<file path="src/rtl/pipe_pkg.sv">
// Shared types and constants for the Y86 pipeline hazard/forwarding control.
package pipe_pkg;

   localparam logic [3:0] REG_NONE = 4'hF;

   localparam logic [1:0] FWD_RF  = 2'd0;
   localparam logic [1:0] FWD_E2  = 2'd1;
   localparam logic [1:0] FWD_M_E = 2'd2;
   localparam logic [1:0] FWD_M_M = 2'd3;

   typedef struct packed {
      logic       valid;
      logic [3:0] dst_e;
      logic [3:0] dst_m;
      logic       is_load;
   } sb_entry_t;

   typedef enum logic [1:0] {
      ST_RUN,
      ST_RET_WAIT,
      ST_HALTED
   } ctrl_state_t;

   function automatic logic reg_hit(input logic [3:0] dst, input logic [3:0] src);
      return (dst != REG_NONE) && (dst == src);
   endfunction

   function automatic logic entry_hit(input sb_entry_t ent, input logic [3:0] src);
      return ent.valid && (reg_hit(ent.dst_e, src) || reg_hit(ent.dst_m, src));
   endfunction

   // Youngest producer wins; the select names where the value lives once the consumer reaches E.
   function automatic logic [1:0] fwd_select(input sb_entry_t e, input sb_entry_t e2,
                                             input logic [3:0] src);
      if (e.valid && reg_hit(e.dst_e, src))
         return FWD_E2;
      if (e2.valid && reg_hit(e2.dst_e, src))
         return FWD_M_E;
      if (e2.valid && reg_hit(e2.dst_m, src))
         return FWD_M_M;
      return FWD_RF;
   endfunction

endpackage

</file>
<file path="src/rtl/pipe_scoreboard.sv">
// In-flight destination tracker (E, E2, M, W) with hazard and forwarding-match logic.
// PIPE_FWD_EN selects forwarding with load-use detection; otherwise any RAW match stalls.
module pipe_scoreboard
   import pipe_pkg::*;
(
   input  logic       clock,
   input  logic       reset,
   input  logic       issue,
   input  logic       kill_e,
   input  sb_entry_t  d_entry,
   input  logic       d_valid,
   input  logic [3:0] d_srcA,
   input  logic [3:0] d_srcB,
   output logic       hazard,
   output logic [1:0] sel_a,
   output logic [1:0] sel_b
);

   sb_entry_t e_q, e2_q, m_q, w_q;

   always_ff @(posedge clock or posedge reset) begin
      if (reset) begin
         e_q  <= '0;
         e2_q <= '0;
         m_q  <= '0;
         w_q  <= '0;
      end else begin
         e_q  <= issue  ? d_entry : '0;
         e2_q <= kill_e ? '0      : e_q;
         m_q  <= e2_q;
         w_q  <= m_q;
      end
   end

`ifdef PIPE_FWD_EN
   // A load's dstM only exists in M, so a consumer directly behind it must wait one cycle.
   assign hazard = d_valid && e_q.valid && e_q.is_load &&
                   (reg_hit(e_q.dst_m, d_srcA) || reg_hit(e_q.dst_m, d_srcB));
   assign sel_a  = fwd_select(e_q, e2_q, d_srcA);
   assign sel_b  = fwd_select(e_q, e2_q, d_srcB);
`else
   logic hit_a, hit_b;

   assign hit_a  = entry_hit(e_q, d_srcA) || entry_hit(e2_q, d_srcA) ||
                   entry_hit(m_q, d_srcA) || entry_hit(w_q, d_srcA);
   assign hit_b  = entry_hit(e_q, d_srcB) || entry_hit(e2_q, d_srcB) ||
                   entry_hit(m_q, d_srcB) || entry_hit(w_q, d_srcB);
   assign hazard = d_valid && (hit_a || hit_b);
   assign sel_a  = FWD_RF;
   assign sel_b  = FWD_RF;
`endif

   logic unused_sb;
   assign unused_sb = ^{e_q, e2_q, m_q, w_q};

endmodule

</file>
<file path="src/rtl/pipe_hazard_ctrl.sv">
// Y86 D->E->E2->M->W hazard controller: stall/bubble/squash, ret/halt sequencing, registered fwd selects.
// Build with PIPE_FWD_EN for operand forwarding; without it every RAW dependence stalls until W retires.
module pipe_hazard_ctrl
   import pipe_pkg::*;
#(
   parameter int RET_BUBBLES = 3
) (
   input  logic       clock,
   input  logic       reset,
   input  logic       d_valid,
   input  logic [3:0] d_srcA,
   input  logic [3:0] d_srcB,
   input  logic [3:0] d_dstE,
   input  logic [3:0] d_dstM,
   input  logic       d_is_load,
   input  logic       d_is_ret,
   input  logic       d_is_halt,
   input  logic       e2_mispredict,
   output logic       f_stall,
   output logic       d_stall,
   output logic       d_bubble,
   output logic       e_bubble,
   output logic [1:0] fwdA_sel,
   output logic [1:0] fwdB_sel,
   output logic       halted
);

   localparam int CW = (RET_BUBBLES > 1) ? $clog2(RET_BUBBLES + 1) : 1;

   sb_entry_t   d_entry;
   logic        hazard, stall, issue;
   logic [1:0]  sel_a, sel_b;
   ctrl_state_t state;
   logic [CW-1:0] cnt;
   logic        hold_q, halted_q;

   assign d_entry = '{valid: 1'b1, dst_e: d_dstE, dst_m: d_dstM, is_load: d_is_load};

   // Mispredict squashes D and E, so it also cancels any stall request.
   assign stall = hazard && !e2_mispredict;
   assign issue = d_valid && !stall && !e2_mispredict;

   assign f_stall  = stall || hold_q;
   assign d_stall  = stall;
   assign d_bubble = e2_mispredict || hold_q;
   assign e_bubble = stall || e2_mispredict;
   assign halted   = halted_q;

   pipe_scoreboard u_scoreboard (
      .clock   (clock),
      .reset   (reset),
      .issue   (issue),
      .kill_e  (e2_mispredict),
      .d_entry (d_entry),
      .d_valid (d_valid),
      .d_srcA  (d_srcA),
      .d_srcB  (d_srcB),
      .hazard  (hazard),
      .sel_a   (sel_a),
      .sel_b   (sel_b)
   );

   // Selects follow the instruction into E; a non-issuing cycle leaves E empty, so read the regfile.
   always_ff @(posedge clock or posedge reset) begin
      if (reset) begin
         fwdA_sel <= FWD_RF;
         fwdB_sel <= FWD_RF;
      end else begin
         fwdA_sel <= issue ? sel_a : FWD_RF;
         fwdB_sel <= issue ? sel_b : FWD_RF;
      end
   end

   always_ff @(posedge clock or posedge reset) begin
      if (reset) begin
         state    <= ST_RUN;
         cnt      <= '0;
         hold_q   <= 1'b0;
         halted_q <= 1'b0;
      end else begin
         case (state)
            ST_RUN: begin
               if (issue && d_is_ret) begin
                  state  <= ST_RET_WAIT;
                  cnt    <= CW'(RET_BUBBLES);
                  hold_q <= 1'b1;
               end else if (issue && d_is_halt) begin
                  state    <= ST_HALTED;
                  hold_q   <= 1'b1;
                  halted_q <= 1'b1;
               end
            end
            ST_RET_WAIT: begin
               cnt <= cnt - 1'b1;
               if (cnt == CW'(1)) begin
                  state  <= ST_RUN;
                  hold_q <= 1'b0;
               end
            end
            ST_HALTED: begin
               hold_q   <= 1'b1;
               halted_q <= 1'b1;
            end
            default: begin
               state    <= ST_RUN;
               cnt      <= '0;
               hold_q   <= 1'b0;
               halted_q <= 1'b0;
            end
         endcase
      end
   end

endmodule

</file>
<file path="config.mk">
export PLATFORM = sky130hd
export DESIGN_NAME = pipe_hazard_ctrl
export DESIGN_NICKNAME = d
export VERILOG_FILES = /design/src/rtl/pipe_pkg.sv /design/src/rtl/pipe_scoreboard.sv /design/src/rtl/pipe_hazard_ctrl.sv
export SDC_FILE = /design/constraint.sdc
export NUM_CORES = 1
export LEC_CHECK = 0
export BUFFER_PORTS_ARGS = -buffer_cell sky130_fd_sc_hd__buf_2
export CAP_MARGIN = 20
export CORE_AREA = 2 2 95 70
export CTS_CLUSTER_DIAMETER = 120
export DETAILED_ROUTE_END_ITERATION = 7
export DIE_AREA = 0 0 97 72
export PLACE_DENSITY = 0.63
export REMOVE_ABC_BUFFERS = 1
export SYNTH_ARGS = -nofsm -noshare
export SYNTH_HDL_FRONTEND = slang
export SYNTH_SLANG_ARGS = --single-unit
</file>
<file path="constraint.sdc">
create_clock -name clock -period 1.76 [get_ports clock]
set_input_delay 0.176 -clock clock [delete_from_list [all_inputs] [get_ports clock]]
set_output_delay 0.176 -clock clock [all_outputs]
set_load 0.005 [all_outputs]
</file>
== Word-level counts from Yosys, hierarchy flattened ==
Index checks and enable logic that the tools add are counted.
W data, S select, Z words.

* Register bits after elaboration: 43

* Add/sub/neg operators: 1
* Equal/unequal tests: 32
* Multiplexer cells: 14
* Bitwise gates (word level): 2
* Reductions and logical operators: 55

{| class="wikitable"
|+ Operator list
! operator !! count
|-
| $eq A4 B4 Y1 || 16
|-
| $ne A4 B4 Y1 const B || 8
|-
| $logic_and A1 B1 Y1 || 30
|-
| $mux W10 || 2
|-
| $logic_or A1 B1 Y1 || 18
|-
| $pmux W2 S3 || 2
|-
| $mux W2 || 4
|-
| $ne A2 B2 Y1 const B || 4
|-
| $pmux W1 S3 || 2
|-
| $reduce_and A3 Y1 || 2
|-
| $eq A2 B1 Y1 const B || 2
|-
| $mux W1 || 4
|-
| $reduce_and A2 Y1 || 2
|-
| $ne A3 B3 Y1 const B || 1
|-
| $eq A2 B2 Y1 const B || 1
|-
| $logic_not A1 Y1 || 2
|-
| $logic_not A2 Y1 || 1
|-
| $not A1 Y1 || 2
|-
| $sub A2 B1 Y2 const B || 1
|}

== Logic depth before layout (Yosys ltp) ==
Gate-level depths: netlist of the first run.

* Depth in word-level cells: 17
* Mapped depth: 8
* Mapped depth without buffers: 7

== Hierarchy ==
Synthesis of the first run repeated with hierarchy kept, for this count alone.

* Cells, all modules: 221
* Area total of the unflattened synthesis: 2,406.1 um^2

{| class="wikitable"
|+ Modules (own cells, without submodules)
! module !! instances !! cells each !! area each (um^2)
|-
| pipe_scoreboard || 1 || 179 || 1,950.6
|-
| pipe_hazard_ctrl || 1 || 42 || 455.4
|}

== Worst setup path after synthesis of the first run ==
No wires, ideal clock.

* Path type: register -> output
* Start point: register u_scoreboard.w_q[3] in the netlist's numbering
* End point: output f_stall
* Arrival: 1.476 ns
* Data required time: 1.584 ns
* Path slack: 0.108 ns
* Cell stages (with the launch flop): 7
* Cell sequence: dfrtp_1 > xnor2_1 > nand3_1 > nor3_1 > o41ai_4 > nand4_1 > a31o_2

* Word-level cells in the longest chain between the ends: 9
* Elaborated cells between the ends (all ways): 15
* Classes of those cells: 3 x eq/ne; 12 x reduce/logical

{| class="wikitable"
|+ RTL lines
! item !! line !! text
|-
| start: declaration || pipe_scoreboard.sv:19 || <nowiki>sb_entry_t e_q, e2_q, m_q, w_q;</nowiki>
|-
| start signal: assignment || pipe_scoreboard.sv:31 || <nowiki>w_q <= m_q;</nowiki>
|-
| $ne A4 B4 Y1 or $eq A4 B4 Y1 (tied branches) || pipe_pkg.sv:25 || <nowiki>return (dst != REG_NONE) && (dst == src);</nowiki>
|-
| $logic_and A1 B1 Y1 || pipe_pkg.sv:25 ||
|-
| $logic_or A1 B1 Y1 || pipe_pkg.sv:29 || <nowiki>return ent.valid && (reg_hit(ent.dst_e, src) || reg_hit(ent.dst_m, src));</nowiki>
|-
| $logic_and A1 B1 Y1 || pipe_pkg.sv:29 ||
|-
| $logic_or A1 B1 Y1, on equally long branches || pipe_scoreboard.sv:45, pipe_scoreboard.sv:47 ||
|-
| $logic_or A1 B1 Y1 * || pipe_scoreboard.sv:48 || <nowiki>assign hazard = d_valid && (hit_a || hit_b);</nowiki>
|-
| $logic_and A1 B1 Y1 * || pipe_scoreboard.sv:48 ||
|-
| $logic_and A1 B1 Y1 * || pipe_hazard_ctrl.sv:40 || <nowiki>assign stall = hazard && !e2_mispredict;</nowiki>
|-
| $logic_or A1 B1 Y1 * || pipe_hazard_ctrl.sv:43 || <nowiki>assign f_stall = stall || hold_q;</nowiki>
|-
| end: declaration || pipe_hazard_ctrl.sv:19 || <nowiki>output logic f_stall,</nowiki>
|}

Mark *: on every way between the ends. The rest lies on a longest branch, timed or not.

== Worst setup path in the final report of the first run ==
* Start point: register u_scoreboard.w_q[5] in the netlist's numbering
* End point: output f_stall

The elaborated chain is that of the path after synthesis.

==> flow_metrics.tcl, run 1 <==
set metrics [dict create \
    status "finished with violations" \
    violations "negative setup slack" \
    synthArstFlopShare 1.00 \
    die_y_um 72 \
    synth_edf_count 0 \
    slowest_stage "dfrtp_1" \
    cp_data_required_time_ps 1580 \
    die_area_um2 6980 \
    start_util 0.391 \
    hold_viol 0 \
    setup_viol 18 \
    drc 0 \
    crit_path_end_kind "output port" \
    final_cells 366 \
    ys_seq_area_frac 0.445 \
    setup-tns-final_ps -2600 \
    crit_chain "buf_4 > xor2_1 > nor3_1 > o41ai_4 > nand4_1 > a31o_2 > buf_2" \
    wirelength_mm 4.98 \
    critPathMaxStageDelay_ps 420 \
    clock_path_buffers 2 \
    num_antenna_cells 0 \
    clkTransAtPathRegs_ps 80 \
    grt_pass1_wl_mm 8.48 \
    htreeDepth 2 \
    cts_buffers 5 \
    worst_slack_ps -467 \
    clock_sinks 42 \
    yosys_register_bits 42 \
    synth_area_leaders "dfrtp_1 (45%), xnor2_1 (16%), xor2_1 (7.8%)" \
    worstPathArrival_ps 2050 \
    power_density_nw_per_um2 819 \
    critical_path.top_delay_family "compound AO/OA/AOI/OAI gates" \
    synthDistinctLibCells 32 \
    drive_above_1_share 0.302 \
    routedWlPerCell_um 13.6 \
    relSlewSlack 0.649 \
    finClkSkew_ps 5.23 \
    r2r_slack_ps -130 \
    netlist.area_leader.share 0.445 \
    period_needed_ps 2230 \
    yosys.area.top_type "dfrtp_1" \
    fmax_mhz 449 \
    p_leak_nw 1.35 \
    critPathKind "reg2out" \
    dp.cells 351 \
    grt_remaining_overflow 0 \
    startpoint_type "flop" \
    die_w_um 97 \
    ir_drop_mv 0.619 \
    io_buffers 26 \
    grt_pass1_vias 1784 \
    fin_nets 311 \
    ant_nets 0 \
    area_delta_synth_final_pct 26.1 \
    first_pass_iters 4 \
    gp_congestion 0.842 \
    vias_per_cell 4.84 \
    ys_warn_count 0 \
    coreArea_um2 6040 \
    syn_area_per_cell_um2 10.2 \
    hold_class "in2async" \
    vias 1770 \
    rsz0062_at_grt "true" \
    worstMarginPinSlew_ps 527 \
    hpwlAfterDp_mm 3.74 \
    rows 24 \
    antenna_found_initial 0 \
    grt_max_degree 43 \
    finalCritPeriodShare 1.27 \
    drv_slew 0 \
    drt_iter0_markers 69 \
    syn_inst 231 \
    maxCapViolCount 0 \
    io_pins 32 \
    root_buffer "clkbuf_8" \
    cp_max_fo 4 \
    yosys-top-cells-count "dfrtp_1 (42), xnor2_1 (42), xor2_1 (21)" \
    critPathBufInv 2 \
    clk_latency_ps 280 \
    track_usage 0.152 \
    synth_flop_cell "dfrtp_1" \
    cts_tree "yes" \
    netlist_area_um2 2360 \
]
## path summary, 6_finish.rpt
kind / from / endpoint / cells after the start
max in group asynchronous: reset / u_scoreboard.m_q[8]$_DFF_PP0_ / 3
hold reg to reg: u_scoreboard.m_q[9]$_DFF_PP0_ / u_scoreboard.w_q[9]$_DFF_PP0_ / 0
min in group clock: d_dstM[1] / u_scoreboard.e_q[2]$_DFF_PP0_ / 3
hold / removal: reset / u_scoreboard.e_q[8]$_DFF_PP0_ / 3
setup reg to reg: u_scoreboard.w_q[5]$_DFF_PP0_ / state[1]$_DFFE_PP0P_ / 8
setup / recovery: u_scoreboard.w_q[5]$_DFF_PP0_ / f_stall / 7
## flip-flops by register name, summed over array words and instances, names as in the netlist
register	flops
hold_q	1
u_scoreboard.m_q	9
state	2
u_scoreboard.e2_q	9
cnt	2
halted	1
u_scoreboard.w_q	9
u_scoreboard.e_q	9
## placed cells by master, fill, tap and decap left out, types with 2 or more instances in the layout
master	count
a21oi_1	2
a31o_2	2
a41oi_1	2
buf_12	5
buf_2	26
buf_4	24
buf_6	5
clkbuf_8	6
conb_1	4
dfrtp_1	41
inv_1	16
nand2_1	11
nand3_1	10
nand4_1	16
nor2_1	7
nor2_2	3
nor2b_1	10
nor3_1	5
nor3_2	2
nor4_1	3
o21ai_0	2
o21ai_1	2
o21ai_2	2
o22ai_1	2
o22ai_2	2
xnor2_1	42
xor2_1	19
xor2_2	2
## logic make-up (layout without fill, tap and decap cells)
family          Yosys count  after routing  synth area share
simple gates             70             70             0.157
xor+xnor                 63             63             0.234
flops                    42             42             0.445
fa+ha+maj                 1              1           0.00530
other cells               1              4           0.00159
compound gates           23             23            0.0822
buf+inv                  31             85            0.0748
## timing repair
item / 4_1_cts / 5_1_grt
setup buffers: 3 / 3
pin swaps: 12 / 10
resized for setup: 17 / 7
cloned: 1 / 0
hold buffers: 0 / 0
endpoints found under the setup margin: 16 / 18
## layer usage
metal | track usage | routed length [um]
met1 | 0.206 | 2430
met2 | 0.245 | 2300
met3 | 0.0337 | 210
met4 | 0.0485 | 45
met5 | 0 | 0
## area by class of cell
type                    count  area, um^2
fillers                   576        3060
multi-input cells         161        1200
flip-flops and latches     42        1050
repair buffers             60         467
well taps                  78        97.6
clock buffers               7        86.3
inverters                  17        63.8
clock inverters             1        5.00
## power by group
part           internal [W]  switching [W]  leakage [nW]
clock              0.000316       0.000309        0.0482
sequential          0.00106       0.000110         0.559
combinational      0.000329       0.000310         0.744
## worst min-delay path: cells and delay by family
kind | cells | cell delay (ps)
buffers and inverters | 3 | 570
## metrics by stage
stage	hold slack [ps]	util	area, um^2	setup slack, ps	power [W]
global placement	328	0.456	2750	-108	0.00175
CTS	20.7	0.484	2920	-463	0.00247
floorplan	242	-	2260	108	0.00153
detailed placement	344	0.456	2750	-149	0.00177
finish	7.04	0.493	2980	-467	0.00244
global route	52.4	0.493	2980	-603	0.00261
No activity file was read; power rests on OpenSTA's default activity.
==> run 2: changes to the inputs <==
- RECOVER_POWER: unset -> 50
==> flow_metrics.tcl, run 2 (synthesized netlist as in run 1, its figures left out) <==
set metrics [dict create \
    p_switching_w 0.000731 \
    worstMarginPinSlew_ps 1010 \
    grt_max_degree 43 \
    hold_path_end "u_scoreboard.e_q[2]$_DFF_PP0_" \
    clock_sinks 42 \
    cts_tree "yes" \
    hpwlAfterDp_mm 3.74 \
    area_delta_synth_final_pct 26.0 \
    dp.cells 351 \
    multi_input_area_um2 1200 \
    setup_viol 18 \
    start_util 0.391 \
    crit_path_end_kind "output port" \
    final_common_cell "xnor2_1" \
    worst_slack_ps -466 \
    root_buffer "clkbuf_8" \
    die_y_um 72 \
    grt_pass1_wl_mm 8.48 \
    fmax_mhz 449 \
    nFillCells 577 \
    finalCritPeriodShare 1.26 \
    io_buffers 26 \
    drv_slew 0 \
    critical_path.top_delay_family "compound AO/OA/AOI/OAI gates" \
    min_from "d_dstM[1]" \
    clkTransAtPathRegs_ps 70 \
    holdWs_ps 89.1 \
    track_usage 0.152 \
    r2r_start "u_scoreboard.w_q[5]$_DFF_PP0_" \
    drt_iter0_markers 57 \
    wirelength_mm 4.99 \
    r2r_end "state[1]$_DFFE_PP0P_" \
    crit_chain "buf_4 > xor2_1 > nor3_1 > o41ai_4 > nand4_1 > a31o_2 > buf_2" \
    place_ws_ps -149 \
    startpoint_type "flop" \
    power_frac_seq 0.481 \
    intPower_w 0.00171 \
    worstPathArrival_ps 2050 \
    cp_max_fo 4 \
    critPathBufInv 2 \
    cp_data_required_time_ps 1580 \
    antenna_found_initial 0 \
    p_leak_nw 1.35 \
    pwr-share-clk 0.257 \
    fin_nets 311 \
    grt_pass1_vias 1784 \
    finClkSkew_ps 4.60 \
    layout_common_cells "xnor2_1 (42), dfrtp_1 (41), buf_2 (26)" \
    hold_viol 0 \
    period_needed_ps 2230 \
    r2r_cells 8 \
    critPathKind "reg2out" \
    drc 0 \
    vias 1779 \
    status "finished with violations" \
    vias_per_cell 4.86 \
    r2r_slack_ps -130 \
    grt_remaining_overflow 0 \
    combPwrFrac 0.262 \
    io_pins 32 \
    rsz0062_at_grt "true" \
    die_area_um2 6980 \
    slowest_stage "dfrtp_1" \
    hold_class "in2reg" \
    die_w_um 97 \
    routedWlPerCell_um 13.6 \
    p_sw_frac 0.300 \
    maxCapViolCount 0 \
    ir_drop_mv 0.618 \
    area.sequential_um2 1050 \
    relSlewSlack 0.325 \
    ant_nets 0 \
    final_cells 366 \
    clk_latency_ps 280 \
    cts_buffers 5 \
    critPathMaxStageDelay_ps 420 \
    num_antenna_cells 0 \
    hold_depth 3 \
    gp_congestion 0.842 \
    first_pass_iters 4 \
    power_density_nw_per_um2 820 \
    cts_hold_buf 0 \
    htreeDepth 2 \
    rows 24 \
    violations "negative setup slack" \
    drive_above_1_share 0.302 \
    clock_path_buffers 2 \
    coreArea_um2 6040 \
]
## run 2: cell types whose count changed in the layout (fill, tap and decap cells not counted), sizes merged
cell,delta
clkbuf,+1
buf,-1
## run 2: per-stage QoR
| stage | cell area (um^2) | TNS, ps | utilization | power (W) |
|---|---|---|---|---|
| 2_1_floorplan | 2260 | 0 | - | 0.00153 |
| 3_3_place_gp | 2750 | -956 | 0.456 | 0.00175 |
| 3_5_place_dp | 2750 | -1490 | 0.456 | 0.00177 |
| 4_1_cts | 2920 | -2080 | 0.484 | 0.00247 |
| 5_1_grt | 2970 | -4230 | 0.493 | 0.00260 |
| 6_report | 2970 | -2620 | 0.493 | 0.00244 |
## run 2: power by group through the flow
stage          sequential [W]  clock, W  combinational, W
3_3_place_gp          0.00118         0          0.000564
5_1_grt               0.00119  0.000695          0.000720
3_5_place_dp          0.00119         0          0.000583
6_report              0.00117  0.000626          0.000638
2_1_floorplan         0.00116         0          0.000369
4_1_cts               0.00117  0.000665          0.000635
## run 2: per-layer routing
| metal | routed length, um | track usage |
|---|---|---|
| met5 | 0 | 0 |
| met3 | 238 | 0.0337 |
| met4 | 45 | 0.0485 |
| met2 | 2310 | 0.245 |
| met1 | 2390 | 0.206 |
## run 2: what timing repair did
item | 4_1_cts | 5_1_grt
endpoints found under the setup margin | 16 | 18
resized for setup | 17 | 7
gates cloned | 1 | 0
buffers inserted | 3 | 3
pin swaps | 12 | 10
## run 2: worst max path at each step
stage / startpoint / cells after the start / end
2_1_floorplan: u_scoreboard.w_q[3]$_DFF_PP0_ / 6 / f_stall
3_3_place_gp: u_scoreboard.w_q[3]$_DFF_PP0_ / 7 / f_stall
3_5_place_dp: u_scoreboard.w_q[3]$_DFF_PP0_ / 8 / u_scoreboard.e_q[8]$_DFF_PP0_
4_1_cts: u_scoreboard.w_q[3]$_DFF_PP0_ / 7 / f_stall
5_1_grt: u_scoreboard.w_q[5]$_DFF_PP0_ / 7 / f_stall
6_report: u_scoreboard.w_q[5]$_DFF_PP0_ / 7 / f_stall
## run 2: layout make-up
| cell class | count | share of cell area |
|---|---|---|
| multi-input cells | 161 | 0.405 |
| flip-flops and latches | 42 | 0.354 |
| repair buffers | 60 | 0.156 |
| well taps | 78 | 0.0328 |
| clock buffers | 7 | 0.0290 |
| inverters | 17 | 0.0215 |
| clock inverters | 1 | 0.00168 |
## run 2: worst min-delay path: cells and delay by family
| family | cells | cell delay (ps) |
|---|---|---|
| buffers and inverters | 2 | 140 |
| and+or+nand+nor | 1 | 30 |
